--- src/rtl/uart_tx_core.sv ---
// uart_tx_core: 8N1 UART transmitter with a per-frame baud divisor latched on accept.
// Define UART_TX_PARITY_EN to add a parity_odd input and a parity bit between data and stop.
module uart_tx_core #(
    parameter int CLK_FREQ  = 50000000,
    parameter int DIV_WIDTH = 16
) (
    input  logic       clk,
    input  logic       rst,
    input  logic       start,
    input  logic [7:0] data,
    input  logic [2:0] baud_sel,
`ifdef UART_TX_PARITY_EN
    input  logic       parity_odd,
`endif
    output logic       tx,
    output logic       busy,
    output logic       done,
    output logic       overrun
);
    // Rounded divisors: (f + b/2) / b
    localparam logic [DIV_WIDTH-1:0] DIV_115200 = DIV_WIDTH'((CLK_FREQ + 57600) / 115200);
    localparam logic [DIV_WIDTH-1:0] DIV_9600   = DIV_WIDTH'((CLK_FREQ + 4800) / 9600);
    localparam logic [DIV_WIDTH-1:0] DIV_4800   = DIV_WIDTH'((CLK_FREQ + 2400) / 4800);
    localparam logic [DIV_WIDTH-1:0] DIV_2400   = DIV_WIDTH'((CLK_FREQ + 1200) / 2400);

`ifdef UART_TX_PARITY_EN
    typedef enum logic [2:0] {IDLE, START, DATA, PARITY, STOP} state_t;
`else
    typedef enum logic [1:0] {IDLE, START, DATA, STOP} state_t;
`endif

    state_t               state, state_n;
    logic [DIV_WIDTH-1:0] cnt, cnt_n, div, div_n, sel_div;
    logic [2:0]           idx, idx_n;
    logic [7:0]           shift, shift_n;
    logic                 wrap, tx_n, busy_n, done_n, overrun_n;
`ifdef UART_TX_PARITY_EN
    logic                 par;
`endif

    assign sel_div = (baud_sel == 3'd1) ? DIV_9600 :
                     (baud_sel == 3'd2) ? DIV_4800 :
                     (baud_sel == 3'd3) ? DIV_2400 : DIV_115200;

    always_comb begin
        state_n   = state;
        cnt_n     = cnt;
        idx_n     = idx;
        shift_n   = shift;
        div_n     = div;
        done_n    = 1'b0;
        overrun_n = start && busy;
        wrap      = cnt == div - 1'b1;
        if (state == IDLE) begin
            if (start) begin
                state_n = START;
                cnt_n   = '0;
                shift_n = data;
                div_n   = sel_div;
            end
        end else begin
            cnt_n = wrap ? '0 : cnt + 1'b1;
            if (wrap) begin
                case (state)
                    START: begin
                        state_n = DATA;
                        idx_n   = '0;
                    end
                    DATA: begin
                        shift_n = shift >> 1;
                        idx_n   = idx + 1'b1;
`ifdef UART_TX_PARITY_EN
                        if (idx == 3'd7) state_n = PARITY;
`else
                        if (idx == 3'd7) state_n = STOP;
`endif
                    end
`ifdef UART_TX_PARITY_EN
                    PARITY: state_n = STOP;
`endif
                    STOP: begin
                        state_n = IDLE;
                        done_n  = 1'b1;
                    end
                    default: state_n = IDLE;
                endcase
            end
        end
        // Outputs are registered from the next state so tx/busy change on the accept edge
        tx_n = 1'b1;
        if (state_n == START) tx_n = 1'b0;
        if (state_n == DATA) tx_n = shift_n[0];
`ifdef UART_TX_PARITY_EN
        if (state_n == PARITY) tx_n = par;
`endif
        busy_n = state_n != IDLE;
    end

    always_ff @(posedge clk) begin
        if (rst) begin
            state   <= IDLE;
            cnt     <= '0;
            idx     <= '0;
            shift   <= '0;
            div     <= '0;
            tx      <= 1'b1;
            busy    <= 1'b0;
            done    <= 1'b0;
            overrun <= 1'b0;
        end else begin
            state   <= state_n;
            cnt     <= cnt_n;
            idx     <= idx_n;
            shift   <= shift_n;
            div     <= div_n;
            tx      <= tx_n;
            busy    <= busy_n;
            done    <= done_n;
            overrun <= overrun_n;
        end
    end

`ifdef UART_TX_PARITY_EN
    always_ff @(posedge clk) begin
        if (rst) par <= 1'b0;
        else if (state == IDLE && start) par <= ^data ^ parity_odd;
    end
`endif

endmodule

--- config.mk ---
export PLATFORM = sky130hd
export DESIGN_NAME = uart_tx_core
export DESIGN_NICKNAME = d
export VERILOG_FILES = /design/src/rtl/uart_tx_core.sv
export SDC_FILE = /design/constraint.sdc
export NUM_CORES = 1
export LEC_CHECK = 0
export CORE_MARGIN = 1.5
export CORE_UTILIZATION = 50
export CTS_CLUSTER_SIZE = 8
export DETAILED_ROUTE_END_ITERATION = 6
export GPL_TIMING_DRIVEN = 0
export PLACE_DENSITY = 0.68
export RECOVER_POWER = 25
export SETUP_SLACK_MARGIN = 0.1
export SLEW_MARGIN = 0
export SYNTH_ARGS = -nofsm -noshare
export SYNTH_HDL_FRONTEND = slang
export SYNTH_SLANG_ARGS = --single-unit
--- constraint.sdc ---
create_clock -name clk -period 3.6 [get_ports clk]
set_input_delay 0.54 -clock clk [delete_from_list [all_inputs] [get_ports clk]]
set_output_delay 0.54 -clock clk [all_outputs]
set_load 0.02 [all_outputs]
== Yosys cells after proc, flatten, opt, wreduce, memory -nomap -nowiden ==
Index checks and enable logic that the tools add are counted.
Storage, ports and cells
  bits in registers: 49
  output and inout port bits: 4
  logic and storage cells: 55
Cells by class
  $add $sub $neg: 3
  eq/ne operators: 11
  multiplexer cells: 19
  bitwise gates (word level): 2
  reductions and logical operators: 10
Operators with widths (number)
  $mux 16: 3
  $mux 15: 3
  $mux 8: 4
  $add 16x1->16 const B: 1
  $eq 16x16->1: 1
  $sub 16x1->16 const B: 1
  $mux 2: 4
  $reduce_bool 2->1: 4
  $eq 2x2->1 const B: 3
  $eq 3x2->1 const B: 2
  $pmux 3 s2: 1
  $reduce_and 3->1: 2
  $eq 2x1->1 const B: 2
  $pmux 2 s2: 1
  $add 3x1->3 const B: 1
  $eq 3x1->1 const B: 1
  $eq 3x3->1 const B: 1
  $mux 1: 3
  $reduce_or 3->1: 1
  $logic_not 2->1: 1
  $ne 2x2->1 const B: 1
  $not 1->1: 2
  $reduce_and 2->1: 1
  $logic_and 1x1->1: 1

== Depth between registers and ports, before layout ==
Gate-level depths: netlist of run 1.
  depth in word-level cells: 8
  mapped depth: 13
  depth with buffers taken out: 11

== Worst setup path before layout of run 1 ==
No wires, ideal clock.
  path kind: register -> register
  from: reg div[0]
  to: reg tx
  library setup time: 0.120 ns
  arrival: 3.326 ns
  required time: 3.480 ns
  setup slack: 0.155 ns
  stages on the path, launching flop included: 12
  clock period less this slack: 3.445 ns
  cells stage by stage: dfxtp_1 inv_1 ha_1 ha_1 or4b_4 or3_1 a211o_1 a2111o_1 or4_1 and3_4 a21o_1 o31a_1
Between the ends
  word-level cells in the longest chain between the ends: 7
Ends and longest elaborated chain
  from (decl): line 33  | logic [DIV_WIDTH-1:0] cnt, cnt_n, div, div_n, sel_div;
  from (signal assigned): line 115  | div <= div_n;
  $sub 16x1->16 *: line 53  | wrap = cnt == div - 1'b1;
  $eq 16x16->1 *: line 53
  $mux 2: line 63  | if (wrap) begin
  $mux 2: line 54  | if (state == IDLE) begin
  $eq 2x1->1: line 91  | if (state_n == START) tx_n = 1'b0;
  $mux 1: line 91
  $mux 1 *: line 92  | if (state_n == DATA) tx_n = shift_n[0];
  to (signal assigned): line 116  | tx <= tx_n;
  to (decl): line 15  | output logic tx,
Mark *: on every way between the ends. The rest lies on a longest branch, timed or not. The select of a mux whose other input is x is not followed.
A chain may end at the register's enable or synchronous reset.

== Final worst setup path of run 1 ==
Ends and elaborated chain as after synthesis.

==> impl_metrics.toml, run 1 <==
[detailed_routing]
via_per_inst = 6.04
drt_wl_total_mm = 5.99
drcViolationCount = 0
vias = 2344
wl_per_cell_um = 15.4
first_pass_iters = 5
drtAntennaViolNets = 0
dr.first_iter.drc_count = 179

[setup_path]
crit_fanout = 5
crit_family = "simple AND/OR/NAND/NOR gates"
arrival_ns = 3.67
r2r_slack_ns = 0.11
critPathSlowestCell = "or4_1"
critPathCaptureType = "register"
cp_cell_sequence = "inv_2, ha_4, ha_4, or4b_4, or3_1, a211o_1, a2111o_1, or4_1, and3_4, a21o_1, o31a_1"
cp_common_cell = "ha_4"
cp-start-kind = "register"
cpPeakStageDelay_ns = 0.54
cp.required_ns = 3.78
worstSetupPathType = "register to register"
path_buf_inv = 1

[synth]
synth_top_family_by_area = "simple AND/OR/NAND/NOR gates"
ys_seq_area_frac = 0.354
ys_top_cells_by_area = "dfxtp_1 35%, a21oi_1 6.2%, nor2_1 5.9%"
ys.flop_type = "dfxtp_1"
synth_area_per_cell_um2 = 7.91
synthesis.area_mm2 = 0.00243
synthArstFlopShare = 0
syn-instance-count = 307
synthSimpleGateAreaFrac = 0.287
synth_xor_area_frac = 0.0649
synth_edf_count = 0
synth_commonest_cells = "43 x dfxtp_1, 38 x nor2_1, 30 x a21oi_1"
synth.mux.area_fraction = 0.0165
synthDistinctLibCells = 49
syn-num-nets = 329
yosys.area.top_type = "dfxtp_1"
synth-seq-cells = 43
synth_fa_ha_area_frac = 0.0412
yosysWarnings = 0
yosysTopAreaCellShare = 0.354
yosysMostFrequentCell = "dfxtp_1"
synth-compound-area-share = 0.185

[layout]
drive_above_1_share = 0.114
fill_cells = 436
n_antenna_cell = 0
area.growth.synth_to_final_pct = 17.3
nNetsFinal = 357
fin_area_mm2 = 0.00285

[clocking]
clk_pin_slew_ns = 0.08
htreeDepth = 2
clock-sinks = 43
clock_latency_ns = 0.29
tritoncts = "built"
clk_path_buf_depth = 2
clk_root_buffer_cell = "clkbuf_8"
cts_made_buffers = 5

[floorplanning]
ios = 18
coreArea_mm2 = 0.00469
die-height_um = 72.7
rows = 25
die-area_mm2 = 0.00528
initial_core_util = 0.518
die_w_um = 72.7

[timing]
setup_ws_ns = 0.111
rsz0062_at_grt = "yes"
setup_viol = 0
finalHoldViolCount = 0
tightest_slew_ns = 0.671
finalCritPeriodShare = 0.969
drv_slew = 0
fin_crit_ns = 3.49
relSlewSlack = 0.550
max_freq_mhz = 287
clock_skew_ns = 0.00481

[global_routing]
grt_start_max_net_pins = 12
antenna_found_initial = 0
grt-ovfl-total = 0
grt_usage = 0.240
first_global_vias = 2083
grt_pass1_wl_mm = 9.94

[pwr]
leakage_nw = 1.05
ir_worst_vdd_uv = 275
powerDensity_mw_per_mm2 = 370

[place]
placed_area_mm2 = 0.00266
io_buffers = 16
dp_hpwl_mm = 4.25
place_ws_ns = -0.201
gp_congestion = 0.851

[flow_run]
max_cap_violations = 0

[hold_path]
hold_class = "register to register"

[outcome]
status = "finished, final reports clean"
metrics by stage:
step,setup TNS [ns],cells,hold WS [ns],util,total power [mW]
finish,0,388,0.435,0.607,1.05
global route,0,388,0.473,0.607,1.11
CTS,0,382,0.441,0.590,1.05
detailed placement,-3.24,377,0.428,0.566,0.753
floorplan,0,307,0.448,-,0.686
global placement,-2.68,377,0.434,0.566,0.750
where the power goes:
group / internal, mW / total, mW / switching (mW)
Clock: 0.130 / 0.285 / 0.155
Combinational: 0.112 / 0.257 / 0.145
Sequential: 0.495 / 0.512 / 0.0171
Total: 0.737 / 1.05 / 0.317
worst paths after layout:
path                            cells past startpoint    from       to
worst max register to register                     11  div[0]       tx
worst min-delay path                                2    busy  overrun
worst min register to register                      2    busy  overrun
worst max-delay path                               11  div[0]       tx
layer usage:
| layer | vias to the layer above | global-route usage | share of wire |
|---|---|---|---|
| met4 | 0 | 0.0797 | 0.012 |
| met3 | 6 | 0.0331 | 0.044 |
| met2 | 58 | 0.384 | 0.47 |
| met5 | - | 0 | 0 |
| met1 | 1118 | 0.334 | 0.47 |
| li1 | 1162 | - | - |
layout make-up:
type	instances	area [µm²]	area share
Buffer	15	70.1	0.0246
Multi-Input combinational cell	234	1510	0.530
Sequential cell	43	867	0.304
Tap cell	54	67.6	0.0237
Clock buffer	6	72.6	0.0255
Inverter	13	48.8	0.0171
Timing Repair Buffer	23	213	0.0747
registers in the layout (all words and copies together) (netlist names):
| name | cells |
|---|---|
| cnt | 16 |
| div | 10 |
| overrun | 1 |
| busy | 1 |
| tx | 1 |
| idx | 3 |
| done | 1 |
| shift | 8 |
| state | 2 |
cells in the final DEF (no fill, tap or decap), drive strengths merged, types with 3 or more instances in the layout:
cell / synthesis / routed
nor3b: 5 / 5
nor2: 38 / 38
xnor2: 11 / 11
or3: 4 / 4
or2: 3 / 3
nand3: 13 / 13
o21ai: 14 / 14
a31o: 4 / 4
dlygate4sd3: 0 / 4
mux2i: 4 / 4
clkbuf: 14 / 18
a21oi: 30 / 30
clkdlybuf4s50: 0 / 12
nand2: 18 / 18
or4: 3 / 3
a22oi: 9 / 9
buf: 3 / 10
inv: 13 / 13
nor4: 10 / 10
nand3b: 4 / 4
ha: 8 / 8
xor2: 7 / 7
nor3: 13 / 13
and3: 8 / 8
dfxtp: 43 / 43
kinds of logic after synthesis:
family | after synthesis
flip-flops | 43
multiplexers | 4
buffers and inverters | 30
AND/OR/NAND/NOR | 132
XOR/XNOR | 18
AO/OA/AOI/OAI | 72
adder cells (fa/ha/maj) | 8
worst min-delay path, delay by kind of cell (launching register included):
kind	cells	cell delay, ns
simple gates	2	0.09
flops	1	0.31
timing repair:
action                                  4_1_cts  5_1_grt
pin swaps                                     3       10
resized for setup                            11        9
endpoints found under the setup margin       27       24
hold buffers                                  0        0
buffers inserted                              1        6
Power figures use the tool's default switching activity.
==> inputs of run 2 (changes only) <==
- CORE_MARGIN: 1.5 -> 5
- PLACE_DENSITY: 0.68 -> 0.72
- SKIP_CTS_REPAIR_TIMING: not set -> 1
==> impl_metrics.toml, run 2 (same netlist as run 1, synthesis figures left out) <==
[timing]
rsz0062_at_grt = "yes"
relSlewSlack = 0.521
setup_ws_ns = 0.0827
finalHoldViolCount = 0
drv_slew = 0
tightest_slew_ns = 0.712
whs_ns = 0.447
setup_viol = 0
setup_tns_ns = 0
finalCritPeriodShare = 0.977
clock_skew_ns = 0.00765
fin_crit_ns = 3.52
max_freq_mhz = 284

[layout]
n_antenna_cell = 0
largest_register_ffs = 16
fill_cells = 414
area.growth.synth_to_final_pct = 20.9
drive_above_1_share = 0.154
fin_area_mm2 = 0.00294
largestRegisters = "cnt: 16 flops, div: 10 flops, shift: 8 flops"
regMostFlops = "cnt"
final_common_cell = "dfxtp_1"
nNetsFinal = 358
layout_common_cells = "41 x dfxtp_1, 37 x nor2_1, 24 x a21oi_1, 18 x nand2_1, 13 x o21ai_0"

[setup_path]
cp-start-kind = "register"
cp.required_ns = 3.78
cpPeakStageDelay_ns = 0.52
arrival_ns = 3.70
cp_common_cell = "ha_4"
crit_fanout = 5
worstSetupPathType = "register to register"
critPathCaptureType = "register"
cp_cell_sequence = "inv_2, ha_4, ha_4, or4b_4, or3_1, a211o_1, a2111o_1, or4_1, and3_4, a21o_1, o31a_1"
r2r_slack_ns = 0.08
critPathSlowestCell = "a2111o_1"

[pwr]
total_power_mw = 1.06
powerDensity_mw_per_mm2 = 361
ir_worst_vdd_uv = 210
leakage_nw = 1.07

[floorplanning]
ios = 18
initial_core_util = 0.514
die-height_um = 79.7
die_w_um = 79.7
rows = 25
coreArea_mm2 = 0.00472
die-area_mm2 = 0.00635

[clocking]
cts_made_buffers = 5
clk_path_buf_depth = 2
htreeDepth = 2
tritoncts = "built"
clock-sinks = 43
clk_root_buffer_cell = "clkbuf_8"
clk_pin_slew_ns = 0.08
clock_latency_ns = 0.29

[place]
placed_area_mm2 = 0.00267
io_buffers = 16
gp_congestion = 0.859
dp_hpwl_mm = 4.31
place_ws_ns = -0.220

[detailed_routing]
vias = 2291
first_pass_iters = 4
via_per_inst = 5.67
drt_wl_total_mm = 5.96
dr.first_iter.drc_count = 147
drcViolationCount = 0
drtAntennaViolNets = 0
wl_per_cell_um = 14.7

[global_routing]
grt_usage = 0.196
antenna_found_initial = 0
first_global_vias = 2100
grt-ovfl-total = 0
grt_start_max_net_pins = 13
grt_pass1_wl_mm = 9.94

[outcome]
status = "finished, final reports clean"

[hold_path]
hold_class = "register to register"

[flow_run]
max_cap_violations = 0
==> run 2: changes by cell type in the layout (fill, tap and decap cells not counted), sizes merged <==
cell    before  now
buf         10   12
clkinv       0    1
==> run 2: final timing paths <==
| kind | startpoint | to | depth (start not counted) |
|---|---|---|---|
| min | busy | overrun | 2 |
| max | div[1] | tx | 11 |
| min reg2reg | busy | overrun | 2 |
| max reg2reg | div[1] | tx | 11 |
==> run 2: metrics by stage <==
step	std cells	utilization
after floorplan	307	-
after global placement	390	0.566
after detailed placement	390	0.566
after CTS	398	0.583
after global routing	404	0.622
final	404	0.622
==> run 2: routing by layer <==
layer	part of all wire	GRT usage	wire (µm)	vias up
met1	0.47	0.267	2790	1067
met5	0	0	0	-
met3	0.041	0.0372	245	10
met2	0.48	0.319	2830	52
met4	0.015	0.0464	88	0
li1	-	-	-	1162
==> run 2: final cells by class <==
cell class | count | area [µm²] | area share
Inverter | 13 | 48.8 | 0.0166
Multi-Input combinational cell | 234 | 1560 | 0.530
Tap cell | 67 | 83.8 | 0.0285
Buffer | 14 | 72.6 | 0.0247
Clock inverter | 1 | 5.00 | 0.00170
Timing Repair Buffer | 25 | 228 | 0.0775
Clock buffer | 7 | 76.3 | 0.0260
Sequential cell | 43 | 866 | 0.295
==> run 2: report_power, final <==
group / internal, mW / switching, mW
combinational: 0.113 / 0.144
clock: 0.136 / 0.154
sequential: 0.495 / 0.0174
total: 0.745 / 0.316
==> run 2: worst max-delay path: cells and delay by family (launching register included) <==
family,cells,cell delay (ns)
simple gates,4,1.50
compound gates,4,1.20
flops,1,0.34
fa+ha+maj,2,0.30
buf+inv,1,0.07
